==> config.mk <==
export PLATFORM = sky130hd
export DESIGN_NAME = piso_serializer_flat
export DESIGN_NICKNAME = d
export VERILOG_FILES = /design/src/rtl/piso_serializer_if.sv /design/src/rtl/piso_serializer.sv /design/src/flat_wrapper.sv
export SDC_FILE = /design/constraint.sdc
export NUM_CORES = 1
export LEC_CHECK = 0
export ABC_CLOCK_PERIOD_IN_PS = 1500
export CAP_MARGIN = 40
export CORE_MARGIN = 1.5
export CORE_UTILIZATION = 47
export CTS_CLUSTER_DIAMETER = 200
export CTS_CLUSTER_SIZE = 20
export DETAILED_ROUTE_END_ITERATION = 16
export HOLD_SLACK_MARGIN = 0.03
export PLACE_DENSITY = 0.86
export SLEW_MARGIN = 20
export SYNTH_ARGS = -nofsm -noshare
export SYNTH_HDL_FRONTEND = slang
export SYNTH_SLANG_ARGS = --single-unit
==> constraint.sdc <==
create_clock -name clk -period 1.5 [get_ports clk]
set_input_delay 0.3 -clock clk [delete_from_list [all_inputs] [get_ports clk]]
set_output_delay 0.3 -clock clk [all_outputs]
set_load 0.01 [all_outputs]
==> src/rtl/piso_serializer_if.sv <==
// Load/serial-stream bundle for the PISO serializer.
// Handshake: a word is transferred on a rising edge where load_valid and
// load_ready are both 1; load_valid may be asserted at any time and the
// word is captured only on that edge. On the serial side a bit is consumed
// on each rising edge where shift_en=1 while sout_valid=1; with shift_en=0
// the current bit is held.
interface piso_serializer_if #(
  parameter int WIDTH = 8
);
  logic [WIDTH-1:0] din;
  logic             load_valid;
  logic             load_ready;
  logic             shift_en;
  logic             sout;
  logic             sout_valid;
  logic             sout_first;
  logic             sout_last;

  // Upstream/downstream environment side
  modport master (
    output din, load_valid, shift_en,
    input  load_ready, sout, sout_valid, sout_first, sout_last
  );

  // Serializer side
  modport slave (
    input  din, load_valid, shift_en,
    output load_ready, sout, sout_valid, sout_first, sout_last
  );
endinterface

==> src/rtl/piso_serializer.sv <==
// Parallel-in serial-out serializer. A captured word is emitted as WIDTH
// registered bits, MSB or LSB first, one bit per shift_en edge. A new word
// can be accepted on the final bit transfer so frames run back to back.
module piso_serializer #(
  parameter int WIDTH     = 8,
  parameter bit MSB_FIRST = 1'b1
) (
  input  logic                     clk,
  input  logic                     rst,
  piso_serializer_if.slave         io_bus,
  output logic                     o_dbg_state
);

  localparam int            CW   = $clog2(WIDTH);
  localparam logic [CW-1:0] LAST = CW'(WIDTH - 1);

  typedef enum logic {
    S_IDLE  = 1'b0,
    S_SHIFT = 1'b1
  } state_t;

  state_t           r_state;
  state_t           w_next_state;
  logic [WIDTH-1:0] r_shreg;
  logic [CW-1:0]    r_cnt;
  logic             r_sout;
  logic             r_valid;
  logic             r_first;
  logic             r_last;

  logic             w_at_last;
  logic             w_xfer;
  logic             w_load_ready;
  logic             w_load;
  logic [WIDTH-1:0] w_shifted;
  logic             w_next_bit;
  logic             w_din_bit;
  logic [CW-1:0]    w_cnt_inc;

  // State register
  always_ff @(posedge clk) begin
    if (rst) begin
      r_state <= S_IDLE;
    end else begin
      r_state <= w_next_state;
    end
  end

  // Next-state logic: leave SHIFT only when the last bit goes out with no refill
  always_comb begin
    w_next_state = r_state;
    case (r_state)
      S_IDLE: begin
        if (w_load) w_next_state = S_SHIFT;
      end
      S_SHIFT: begin
        if (w_xfer && w_at_last && !w_load) w_next_state = S_IDLE;
      end
      default: w_next_state = S_IDLE;
    endcase
  end

  // FSM outputs: handshake and transfer qualifiers (load_ready is held low during reset)
  always_comb begin
    w_at_last    = (r_cnt == LAST);
    w_xfer       = (r_state == S_SHIFT) && io_bus.shift_en;
    w_load_ready = !rst && ((r_state == S_IDLE) ||
                            ((r_state == S_SHIFT) && w_at_last && io_bus.shift_en));
    w_load       = io_bus.load_valid && w_load_ready;
    o_dbg_state  = (r_state == S_SHIFT);
  end

  // Shift/bit-selection helpers; MSB_FIRST picks the shift direction
  always_comb begin
    w_shifted  = '0;
    w_next_bit = 1'b0;
    w_din_bit  = 1'b0;
    w_cnt_inc  = r_cnt + CW'(1);
    if (MSB_FIRST) begin
      w_shifted  = {r_shreg[WIDTH-2:0], 1'b0};
      w_next_bit = r_shreg[WIDTH-2];
      w_din_bit  = io_bus.din[WIDTH-1];
    end else begin
      w_shifted  = {1'b0, r_shreg[WIDTH-1:1]};
      w_next_bit = r_shreg[1];
      w_din_bit  = io_bus.din[0];
    end
  end

  // Datapath: capture, shift, and registered serial outputs
  always_ff @(posedge clk) begin
    if (rst) begin
      r_shreg <= '0;
      r_cnt   <= '0;
      r_sout  <= 1'b0;
      r_valid <= 1'b0;
      r_first <= 1'b0;
      r_last  <= 1'b0;
    end else if (w_load) begin
      r_shreg <= io_bus.din;
      r_cnt   <= '0;
      r_sout  <= w_din_bit;
      r_valid <= 1'b1;
      r_first <= 1'b1;
      r_last  <= 1'b0;
    end else if (w_xfer) begin
      if (w_at_last) begin
        r_shreg <= '0;
        r_cnt   <= '0;
        r_sout  <= 1'b0;
        r_valid <= 1'b0;
        r_first <= 1'b0;
        r_last  <= 1'b0;
      end else begin
        r_shreg <= w_shifted;
        r_cnt   <= w_cnt_inc;
        r_sout  <= w_next_bit;
        r_first <= 1'b0;
        r_last  <= (w_cnt_inc == LAST);
      end
    end
  end

  assign io_bus.load_ready = w_load_ready;
  assign io_bus.sout       = r_sout;
  assign io_bus.sout_valid = r_valid;
  assign io_bus.sout_first = r_first;
  assign io_bus.sout_last  = r_last;

endmodule
==> src/flat_wrapper.sv <==
// flat-port wrapper written by rule: the top's interface ports become plain ports
module piso_serializer_flat 
#(
  parameter int WIDTH     = 8,
  parameter bit MSB_FIRST = 1'b1
)
  (clk, rst, o_dbg_state, io_bus_din, io_bus_load_valid, io_bus_shift_en, io_bus_load_ready, io_bus_sout, io_bus_sout_valid, io_bus_sout_first, io_bus_sout_last);
  piso_serializer_if #(.WIDTH(WIDTH)) io_bus_i ();
  input  logic clk;
  input  logic rst;
  output logic o_dbg_state;
  input wire logic [$bits(io_bus_i.din)-1:0] io_bus_din;
  input wire logic [$bits(io_bus_i.load_valid)-1:0] io_bus_load_valid;
  input wire logic [$bits(io_bus_i.shift_en)-1:0] io_bus_shift_en;
  output wire logic [$bits(io_bus_i.load_ready)-1:0] io_bus_load_ready;
  output wire logic [$bits(io_bus_i.sout)-1:0] io_bus_sout;
  output wire logic [$bits(io_bus_i.sout_valid)-1:0] io_bus_sout_valid;
  output wire logic [$bits(io_bus_i.sout_first)-1:0] io_bus_sout_first;
  output wire logic [$bits(io_bus_i.sout_last)-1:0] io_bus_sout_last;
  assign io_bus_i.din = io_bus_din;
  assign io_bus_i.load_valid = io_bus_load_valid;
  assign io_bus_i.shift_en = io_bus_shift_en;
  assign io_bus_load_ready = io_bus_i.load_ready;
  assign io_bus_sout = io_bus_i.sout;
  assign io_bus_sout_valid = io_bus_i.sout_valid;
  assign io_bus_sout_first = io_bus_i.sout_first;
  assign io_bus_sout_last = io_bus_i.sout_last;
  piso_serializer #(.WIDTH(WIDTH), .MSB_FIRST(MSB_FIRST)) u_core (.clk(clk), .rst(rst), .io_bus(io_bus_i), .o_dbg_state(o_dbg_state));
endmodule
==> results of run 1 <==
timing repair:
action	4_1_cts	5_1_grt
pin swaps	1	6
resized for setup	14	5
setup buffers	3	0
endpoints found under the setup margin	13	14
cells by family after synthesis:
kind of cell / count (synthesis)
compound gates: 30
simple gates: 16
flops: 15
buf+inv: 12
fa+ha+maj: 3
mux: 2
worst paths after layout:
check,startpoint,to
worst max-delay path,u_core.r_cnt[0],io_bus_load_ready
worst min-delay path,u_core.io_bus.sout_first,u_core.io_bus.sout_first
worst max register to register,u_core.r_cnt[0],u_core.r_cnt[0]
worst min register to register,u_core.io_bus.sout_first,u_core.io_bus.sout_first
cell type report:
| cell class | instances | area, µm² | area share, % |
|---|---|---|---|
| tap | 16 | 20.02 | 1.824 |
| timing repair buffer | 30 | 286.5 | 26.11 |
| multi-input combinational | 51 | 426.7 | 38.88 |
| inverter | 9 | 33.78 | 3.079 |
| clock inverter | 1 | 5.005 | 0.4561 |
| sequential | 15 | 302.8 | 27.59 |
| clock buffer | 3 | 22.52 | 2.052 |
synth_stat cells, types with 3 or more instances:
library cell               instances  area share [%]
sky130_fd_sc_hd__o211a_1           7             9.4
sky130_fd_sc_hd__o211ai_1          6             6.0
sky130_fd_sc_hd__ha_1              3             5.0
sky130_fd_sc_hd__nand2_1           6             3.0
sky130_fd_sc_hd__dfxtp_1          15              40
sky130_fd_sc_hd__a21oi_1          11             7.4
sky130_fd_sc_hd__inv_1             9             4.5
sky130_fd_sc_hd__nor2_1            4             2.0
power by group:
part	leakage (µW)	switching [µW]	total [µW]	internal [µW]
Sequential	0.000125	10.7	437	426
Clock	0.0000177	143	242	99.0
Combinational	0.000388	84.8	191	106
Total	0.000531	238	870	632
metal layers:
| metal | vias to the layer above | wire length, µm | part of all wire, % |
|---|---|---|---|
| li1 | 346 | - | - |
| met1 | 318 | 727 | 41 |
| met2 | 22 | 938 | 54 |
| met3 | 2 | 75 | 4.3 |
| met4 | 0 | 10 | 0.57 |
| met5 | - | 0 | 0 |
state kept, by name (all words and copies together) (netlist names):
register and flops:
u_core.r_shreg 7, u_core.io_bus.sout_valid 1, u_core.io_bus.sout_last 1, u_core.io_bus.sout 1, u_core.io_bus.sout_first 1, u_core.o_dbg_state 1
u_core.r_cnt 3
through the flow:
stage | instance area (µm²) | cells | setup slack, ns | total power (µW)
after floorplan | 744.5 | 78 | 0.1111 | 538.1
after global placement | 1006 | 119 | -0.2679 | 627.3
after detailed placement | 1006 | 119 | -0.2949 | 633.6
after CTS | 1087 | 126 | -0.05740 | 868.6
after global routing | 1097 | 125 | -0.1329 | 910.1
final | 1097 | 125 | -0.07422 | 869.8
worst min-delay path, delay by kind of cell (launching register included):
family	cells	cell delay (ns)
and+or+nand+nor	1	0.06
DFF	1	0.32
AOI/OAI and AO/OA	1	0.06
==> results list, run 1 <==
* Die footprint: roughly 1800 µm²
- Post-synthesis mux area share: 3.193%
- Area added between synthesis and finish: 47.39%
- Count of final setup violators: 1
* Cell leakage power: 0.0005309 µW
- Worst setup skew after layout: 0.001976 ns
* Global-route wire length before repair: 2877 µm
* Final cycle utilization of the critical path: 104.9%
- CTS built an H-tree with a depth of 1.
* Most frequent cells in the layout: sky130_fd_sc_hd__clkdlybuf4s50_1, sky130_fd_sc_hd__dfxtp_1, sky130_fd_sc_hd__a21oi_1, sky130_fd_sc_hd__buf_4, sky130_fd_sc_hd__inv_1
- Slew of the pin with the lowest slew margin: 0.2926 ns
* Maximum frequency from static timing analysis: about 0.64 GHz
- Net Count, Synth: between 90 and 100
* Core region area: 1489 µm²
- The total overflow left after global routing is 0.
- Mean instance size in the synthesized netlist: 9.544 µm²
* Count of cells along the worst hold path: 2
* Worst slack on hold paths: between 0.4 and 0.5 ns
- STA puts the critical path data required time at 1.20 ns.
- Summed over all layers, the routed wires come to 1752 µm.
- Adder-cell share of the synthesized area: 5.042%
* Synth Area in Compound Gates: 31.26%
- After synthesis, flip-flops and latches occupy 40.34% of the total area.
- Fillers: 124
- Y dimension of the die: 42.80 µm
- Power spread over the standard cell area amounts to 792.7 nW/µm².
- Slew headroom: 80.42%
* Largest voltage drop on the vdd net: 0.6237 mV
* Detailed-route vias per instance: 5.504
- Number of DRC violations after detailed routing: 0
* Number of distinct library cells after synthesis: 25
- Largest stage delay, worst path: 0.35 ns
* Number of sinks on the clock net: 15
* Number of optimization iterations in the first detailed-route pass: 4
- Overall fraction of global-route tracks in use: a little over a fifth
- Nature of the critical path endpoint: output pin
- TritonCTS built the clock tree.
* Initial cell density of the core: roughly half
* Count of nets left with antenna violations after detail routing: 0
* DPL Wire Length: approximately 1200 µm
- The min-delay analysis places its worst path in the category reg -> reg.
- Clock Pin Slew Worst Setup and Hold Paths: 0.10 ns
- Summed over all failing endpoints, the final setup total negative slack is -0.07422 ns.
- Of the cells placed in the final design, the portion with a size suffix greater than 1 is around 28%.
- Most common cell type on the critical path: sky130_fd_sc_hd__ha_4
- Number of buffers between clock root and the deepest sink: 2
* Routed wire per std cell: 14.02 µm
- In the synthesized netlist the dominant register cell turns out to be sky130_fd_sc_hd__dfxtp_1.
- Highest net fanout along the worst path: 2
* GR met3 Demand/Resource: under 10%
- Worst Setup Path Type: reg -> out
- Clock latency on the worst-skew pair: 0.28 ns
- Traced cell by cell, the critical path runs through ha_4 > ha_4 > a21boi_2 > nor2_1 > buf_2.
- Counting both buffers and inverters, the worst setup path holds a total of 1.
* Crit start category: flop
- Met1 track demand over resource: roughly a quarter
* Buffers on Ports: 17
- Antenna cell count: 0
- Post-layout worst setup margin: -0.07422 ns
- In the global route stage, met2 resource usage came out at 38.18%.
- The tree is rooted in a sky130_fd_sc_hd__clkbuf_4.
* Detailed router's first-iteration violation count: 18
* Post-synth EDFFs: 0
- Minimum setup slack among reg-to-reg paths: ~0.040 ns
- Initial antenna violation count: 0
- Ys async rst share: 0%
- Cell Area, Synth: 744.5 µm²
* Endpoint arrival time on the critical path: 1.27 ns
- Outcome: complete, but fails checks
* Global placement routability congestion: between 0.7 and 0.8
- The count of final max-slew check failures came to 0.
- Nets@finish: 125
* Violations in the final reports: setup timing
- Die Span X: around 43 µm
* Kind of cell with the highest combined delay on the critical path: flip-flops
* Number of cells on the worst reg-to-reg path: 6
- met2 is the most crowded layer.
- In this run, CTS created clock tree buffers numbering 3.
* Hold violation total from the final report: 0
- Maximum number of pins on one net before global-route repair: 16
- Setup repair after global routing could not meet its margin everywhere.
* Slowest cell on the critical path: sky130_fd_sc_hd__dfxtp_2
- The critical path crosses 5 cells after its start point.
- For this design, the CTS-stage hold fixing added 0 buffers.
- After synthesis, the largest family of logic cells by area is compound AO/OA/AOI/OAI gates.
- Standard-cell rows: 14
- Number of warnings printed during yosys synthesis: 0
- Gate count of the mapped netlist: 78
- Post-synthesis share of cell area spent on and, or, nand and nor gates: between 10 and 15%
- In this run, synthesis produced a sequential element count of 15.
* Post-route minimum period: 1.574 ns
* Final core utilization: 73.70%
- Via count of the first global-routing pass: between 600 and 700
- Max_cap viols: 0
- Total via count in the routed design: 688
* Fraction of synthesized cell area in xor and xnor cells: 0%
* Boundary pin count: 18
Power figures use the tool's default switching activity.
==> run 2, diff against run 1 <==
--- a/config.mk
+++ b/config.mk
@@ -6,5 +6,4 @@
 export NUM_CORES = 1
 export LEC_CHECK = 0
-export ABC_CLOCK_PERIOD_IN_PS = 1500
 export CAP_MARGIN = 40
 export CORE_MARGIN = 1.5
==> constraint.sdc (replaced) <==
create_clock -name clk -period 1.5 [get_ports clk]
set_input_delay 0.15 -clock clk [delete_from_list [all_inputs] [get_ports clk]]
set_output_delay 0.15 -clock clk [all_outputs]
set_load 0.01 [all_outputs]
==> run 2 against run 1 <==
The flow now finishes without violations. Die area did not move. Combinational power fell by 5%. Routed wire length fell by 7.2%. Hold slack improved by 0.0044 ns. Final cell count fell by 1.6%. Worst setup slack improved by 0.12 ns. Global-route usage fell by 0.58 points. Maximum frequency rose by 8.6%. Sequential power barely moved. Utilization fell by 2.2 points. Register-to-register slack improved by 0.03 ns.
==> results list, run 2 (synthesis gave the netlist of run 1 again) <==
- Outcome: finished clean
* Cell count after placement: 119
* Total global routing overflow: 0
* Boundary pin count: 18
- Crit start category: flop
- Entering global routing, the biggest net connects 16 pins.
- The die is 42.80 µm wide.
- Power spread over the standard cell area amounts to approximately 800 nW/µm².
- Share of post-route cells with drive strength above 1: 27.10%
- Total via count in the routed design: 672
* Reg-to-Reg Start: u_core.r_cnt[1]
- u_core.r_shreg holds more flip-flops than any other register.
- For this run, the detailed router's first-pass iteration total came to 4.
- Final cycle utilization of the critical path: 96.66%
- Antenna cell count: 0
- Counting both buffers and inverters, the worst setup path holds a total of 1.
- In the layout the commonest cells are sky130_fd_sc_hd__clkdlybuf4s50_1, sky130_fd_sc_hd__dfxtp_1, sky130_fd_sc_hd__a21oi_1, sky130_fd_sc_hd__buf_4, sky130_fd_sc_hd__inv_1.
* Largest voltage drop on the vdd net: 0.5184 mV
* Hold/Removal Path Class: in -> reg
- Routed wire per std cell: between 10 and 15 µm
- Detailed router's first-iteration violation count: 7
* Clock tree from TritonCTS: built
* Worst setup skew after layout: about 0.0075 ns
- For this block, the routed nets add up to about 1600 µm of wire.
- Registers with the highest flip-flop counts: u_core.r_shreg x7, u_core.r_cnt x3
* Kind of cell with the highest combined delay on the critical path: buffers and inverters
* Clock buffers created by TritonCTS: 3
* Post-route minimum period: approximately 1.4 ns
- Cell leakage power: a little under 0.0005 µW
- OpenSTA, run right after detailed placement, puts the worst setup slack at -0.05617 ns.
* RSZ-0062 raised after global routing: no
* DPL Wire Length: roughly 1200 µm
* Number of DRC violations after detailed routing: 0
- Tracing the worst setup path back leads to its startpoint at u_core.o_dbg_state.
* Initial cell density of the core: 50.00%
* Core region area: 1489 µm²
- Nature of the critical path endpoint: output pin
- The cell sitting at the root of the clock tree is a sky130_fd_sc_hd__clkbuf_4.
* Count of nets left with antenna violations after detail routing: 0
- For this run, the slowest stage of the critical path takes slightly below 0.6 ns.
- The critical path is of the reg -> out type.
* Number of sinks on the clock net: 15
* Largest register FFs: 7
- Y dimension of the die: around 43 µm
* Final core utilization: between 70% and 80%
- Summed over all failing endpoints, the final setup total negative slack is 0 ns.
- Final slew viol count: 0
- Buffers inserted to repair hold after CTS numbered 0.
- Non-filler cells in the finished layout: around 120
- In the global route stage, overall resource usage came out at about a fifth.
- Static timing analysis puts the maximum clock frequency at about 0.69 GHz.
- Slew of the pin with the lowest slew margin: 0.2948 ns
* Hold violation total from the final report: 0
- In this run the core area contains 14 standard-cell rows.
- Measured against its own limit, the worst slew margin works out to 80.27%.
* Initial antenna violation count: 0
* Global placement routability congestion: 0.8044
* Via count of the first global-routing pass: 641
- Slowest cell on the critical path: sky130_fd_sc_hd__clkdlybuf4s50_1
- The startpoint identified for the worst hold timing path is io_bus_din[5].
- Highest net fanout along the worst path: 6
- For the worst setup path, the data required time is between 1 and 1.5 ns.
- The count of buffers added on input and output ports is 17.
- Global-route wire length before repair: 2739 µm
- Die footprint: 1832 µm²
- Worst slack on hold paths: approximately 0.47 ns
* Post-layout worst setup margin: 0.05005 ns
- Maximum level of the CTS H-tree: 1
* Count of final setup violators: 0
* Endpoint arrival time on the critical path: 1.30 ns
- After the last flow step, the layout net total stands at 123.
- Clock latency on the worst-skew pair: 0.29 ns
- Leaving out fill and tap cells, the most frequent cell in the layout is sky130_fd_sc_hd__clkdlybuf4s50_1.
- From synthesis to final layout, the design area changed by 43.03%.
* Number of buffers between clock root and the deepest sink: 2
- Max_cap viols: 0
* Cells along the critical path: clkdlybuf4s50_1
* Detailed-route vias per instance: 5.463
- Clock Pin Slew Worst Setup and Hold Paths: 0.09 ns
[run 2: per-stage QoR]
step	cell area, µm²	power, µW
floorplan	744.5	538.1
global placement	1006	620.6
detailed placement	1006	626.9
CTS	1072	860.3
global route	1065	897.6
finish	1065	854.3
[run 2: worst paths after layout]
kind	endpoint	slack (ns)	cells past startpoint
worst min-delay path	u_core.r_shreg[5]	0.47	2
worst min register to register	u_core.io_bus.sout_first	0.48	2
worst max-delay path	o_dbg_state	0.05	1
worst max register to register	u_core.r_shreg[4]	0.07	7
[run 2: repair_timing]
item	4_1_cts	5_1_grt
setup buffers	1	0
resized for setup	13	0
pin swaps	3	3
endpoints found under the setup margin	10	4
[run 2: cell type report]
cell class / instances / area [µm²]
tap: 16 / 20.02
multi-input combinational: 51 / 420.4
fill: 125 / 424.2
sequential: 15 / 302.8
clock inverter: 1 / 5.005
timing repair buffer: 28 / 260.3
inverter: 9 / 33.78
clock buffer: 3 / 22.52
[run 2: report_power, final]
| part | switching, µW | internal [µW] | total, µW |
|---|---|---|---|
| logic | 79.9 | 103 | 182 |
| clock network | 133 | 99.3 | 233 |
| registers | 13.1 | 426 | 439 |
| total | 226 | 628 | 854 |
[run 2: layer usage]
| layer | vias up | GRT usage, % | routed length, µm |
|---|---|---|---|
| met1 | 306 | 23.22 | 718 |
| li1 | 345 | - | - |
| met5 | - | 0 | 0 |
| met4 | 0 | 11.25 | 36 |
| met3 | 5 | 3.830 | 53 |
| met2 | 16 | 35.45 | 816 |
[run 2: worst reg2reg max path: cells and delay by family (launching register included)]
kind	cells	cell delay, ns
flip-flops	1	0.35
adder cells (fa/ha/maj)	2	0.32
AO/OA/AOI/OAI	2	0.24
AND/OR/NAND/NOR	1	0.13
buffers and inverters	2	0.29
==> run 3, diff against run 2 <==
CAP_MARGIN = 5   (was 40)
GPL_TIMING_DRIVEN = 0   (was not set)
==> run 3 against run 2 <==
Final cell count shrank 4.9%. Die area did not move. Largest power group unchanged. Worst setup slack worse by 0.018 ns. Highest routed layer unchanged. Combinational power shrank 9%. Sequential power about the same. Utilization fell by 3.9 points. Design area decreased by 5.4%. Sequential cell count unchanged.
==> results list, run 3 (synthesis gave the netlist of run 1 again) <==
- The flow ran to the end, and the final reports show no timing, DRC or antenna violations.
- Across the VDD grid, the largest voltage drop is 0.7046 mV.
- Via count of the first global-routing pass: about 560
- Final slew viol count: 0
- Once layout is done, the placed cells without fillers occupy 1007 µm².
- Y dimension of the die: 42.80 µm
- Boundary pin count: 18
- Of all nets on the critical path, the largest fanout is 4.
- Largest stage delay, worst path: 0.35 ns
- The finished layout holds 117 standard cells, fillers aside.
- For this design, the sink count on the clock tree is 15.
- The analysis attributes to cell leakage a power of 0.0004495 µW.
- Most frequent cells in the layout: sky130_fd_sc_hd__clkdlybuf4s50_1, sky130_fd_sc_hd__dfxtp_1, sky130_fd_sc_hd__a21oi_1, sky130_fd_sc_hd__inv_1, sky130_fd_sc_hd__o211a_1
- The first routing iteration left 17 violations.
* CTS Root Cell: sky130_fd_sc_hd__clkbuf_4
- The clock network accounts for 28.6% of the total power.
- Dividing the detail-routed wire length by the instance count gives roughly 12 µm.
- Maximum frequency from static timing analysis: 0.6814 GHz
- Global routing used 17.70% of the available tracks across all layers.
- For the pin with the worst max-slew slack, the measured transition is just under 0.5 ns.
- Maximum level of the CTS H-tree: 1
- Routability-driven placement finished with a final weighted congestion of about 0.70.
* Detailed-route vias per instance: 5.453
- Total global routing overflow: 0
- Minimum setup slack among reg-to-reg paths: 0.10 ns
- After legalization and detailed placement, the total HPWL measured 996.5 µm.
* Critical path capture point: io_bus_load_ready
- For this design the total switching power over the nets is between 200 and 250 µW.
- Clock Pin Slew Worst Setup and Hold Paths: 0.10 ns
* Largest register FFs: 7
* Nature of the critical path endpoint: output pin
- Combinational logic burns 19.5% of the power.
* Critical Path RT: ~1.4 ns
- Die Span X: 42.80 µm
* Initial cell density of the core: between 50% and 60%
- Compared with the post-synthesis result, the final layout area differs by 35.29%.
* Register containing the most flip-flops in the final layout: u_core.r_shreg
- Net switching is a little over a quarter of the power.
- Cell count after placement: about 110
- The worst setup path is launched from a flop.
* Most common cell type on the critical path: sky130_fd_sc_hd__ha_4
* Endpoint arrival time on the critical path: 1.32 ns
* Number of cells on the worst reg-to-reg path: 5
* Antenna cell count: 0
- In this run, CTS created clock tree buffers numbering 3.
- Nets@finish: 117
* Count of final setup violators: 0
- The worst hold path belongs to the class reg -> reg.
- Final wirelength: between 1000 and 1500 µm
* Number of DRC violations after detailed routing: 0
- The core region is 1489 µm².
* Multi-input logic area: about 420 µm²
* Number of optimization iterations in the first detailed-route pass: 4
* RSZ-0062 raised after global routing: yes
* Slew headroom: 66.96%
* Share of post-route cells with drive strength above 1: 21.78%
- Standard-cell rows: 14
* Total via count in the routed design: 638
* Maximum number of pins on one net before global-route repair: 11
- Register area: 302.8 µm²
- The first global-routing pass estimated 2415 µm of wire.
* Cells along the critical path: ha_4 > ha_4 > a21boi_2 > nor2_1 > buf_2
- Leaving out fill and tap cells, the most frequent cell in the layout is sky130_fd_sc_hd__clkdlybuf4s50_1.
- Hold path startpoint: u_core.io_bus.sout_first
* Count of nets left with antenna violations after detail routing: 0
- In this run the deepest clock path goes through 2 buffers.
- The clock reaches the later pin of the worst-skew pair after 0.30 ns.
- Registers with the highest flip-flop counts: u_core.r_shreg x7, u_core.r_cnt x3
- The worst register-to-register path ends at u_core.r_cnt[0].
- TritonCTS built the clock tree.
- Hold violation total from the final report: 0
- Cell Pwr Density: 841.3 nW/µm²
- Fillers: 129
* Worst Setup Path Type: reg -> out
* Worst setup skew after layout: 0.005024 ns
- Die footprint: 1832 µm²
* Max_cap viols: 0
- Total Power Consumption: 847.4 µW
* Reg-to-Reg Start: u_core.r_cnt[0]
* Post-route minimum period: 1.468 ns
- Slowest cell on the critical path: sky130_fd_sc_hd__dfxtp_2
- Dividing the final minimum period by the clock period gives a little over nine tenths.
* Int Power: 617.5 µW
- Input and output buffers added on the ports amount to 17.
* Initial antenna violation count: 0
- In this run the cell area measured after placement is 934.6 µm².
* Sequential share of power: 51.9%
- The most critical setup path has its startpoint at u_core.r_cnt[0].
run 3: cell types whose count changed in the layout (fill, tap and decap cells not counted):
cell                       before  now
sky130_fd_sc_hd__buf_4         10    2
sky130_fd_sc_hd__buf_12         1    0
sky130_fd_sc_hd__buf_2          1    2
sky130_fd_sc_hd__buf_8          0    1
sky130_fd_sc_hd__clkbuf_2       0    1
sky130_fd_sc_hd__nand2_1        4    5
sky130_fd_sc_hd__nand2_2        2    1
run 3: layout make-up:
type                            count  area share (%)
Timing Repair Buffer               19           17.89
Tap cell                           16           1.988
Clock buffer                        3           2.236
Inverter                            9           3.354
Clock inverter                      1          0.4969
Buffer                              3           2.484
Multi-Input combinational cell     51           41.49
Sequential cell                    15           30.06
run 3: per-layer routing:
| layer | GRT usage, % | routed length (µm) |
|---|---|---|
| met1 | 24.53 | 629 |
| met2 | 24.55 | 649 |
| met3 | 5.106 | 73 |
| met4 | 9.375 | 34 |
| met5 | 0 | 0 |
run 3: power by group through the flow:
stage,Combinational [µW],Clock (µW),Sequential [µW]
floorplan,88.1,0,450
global placement,160,0,446
detailed placement,161,0,448
CTS,164,245,438
global route,181,267,442
finish,166,242,440
run 3: through the flow:
step                      worst slack, ns  hold slack [ns]  TNS (ns)  util (%)
final                             0.03245           0.4588         0     67.65
after global routing             -0.02926           0.4749  -0.02926     67.65
after CTS                         0.02084           0.4626         0     66.30
after detailed placement          -0.4279           0.4492   -0.5069     62.77
after global placement            -0.4145           0.4478   -0.4270     62.77
after floorplan                    0.1111           0.2189         0         -
run 3: repair_timing:
| item | CTS | global route |
|---|---|---|
| gates cloned | 0 | 0 |
| resized for setup | 11 | 2 |
| hold buffers | 0 | 0 |
| setup endpoints to repair | 10 | 8 |
| pin swaps | 1 | 1 |
| setup buffers | 1 | 1 |
run 3: worst min path at each step:
stage	end	slack, ns	cells past startpoint
detailed placement	u_core.io_bus.sout_first	0.45	2
global route	u_core.io_bus.sout_first	0.47	2
finish	u_core.io_bus.sout_first	0.46	2
floorplan	u_core.r_cnt[1]	0.22	1
global placement	u_core.io_bus.sout_first	0.45	2
CTS	u_core.io_bus.sout_first	0.46	2
run 3: critical path: cells and delay by family, from the launching register on:
| kind | cells | cell delay (ns) |
|---|---|---|
| AOI/OAI and AO/OA | 1 | 0.15 |
| adders and majority gates | 2 | 0.33 |
| buffers and inverters | 1 | 0.14 |
| DFF | 1 | 0.35 |
| and+or+nand+nor | 1 | 0.05 |
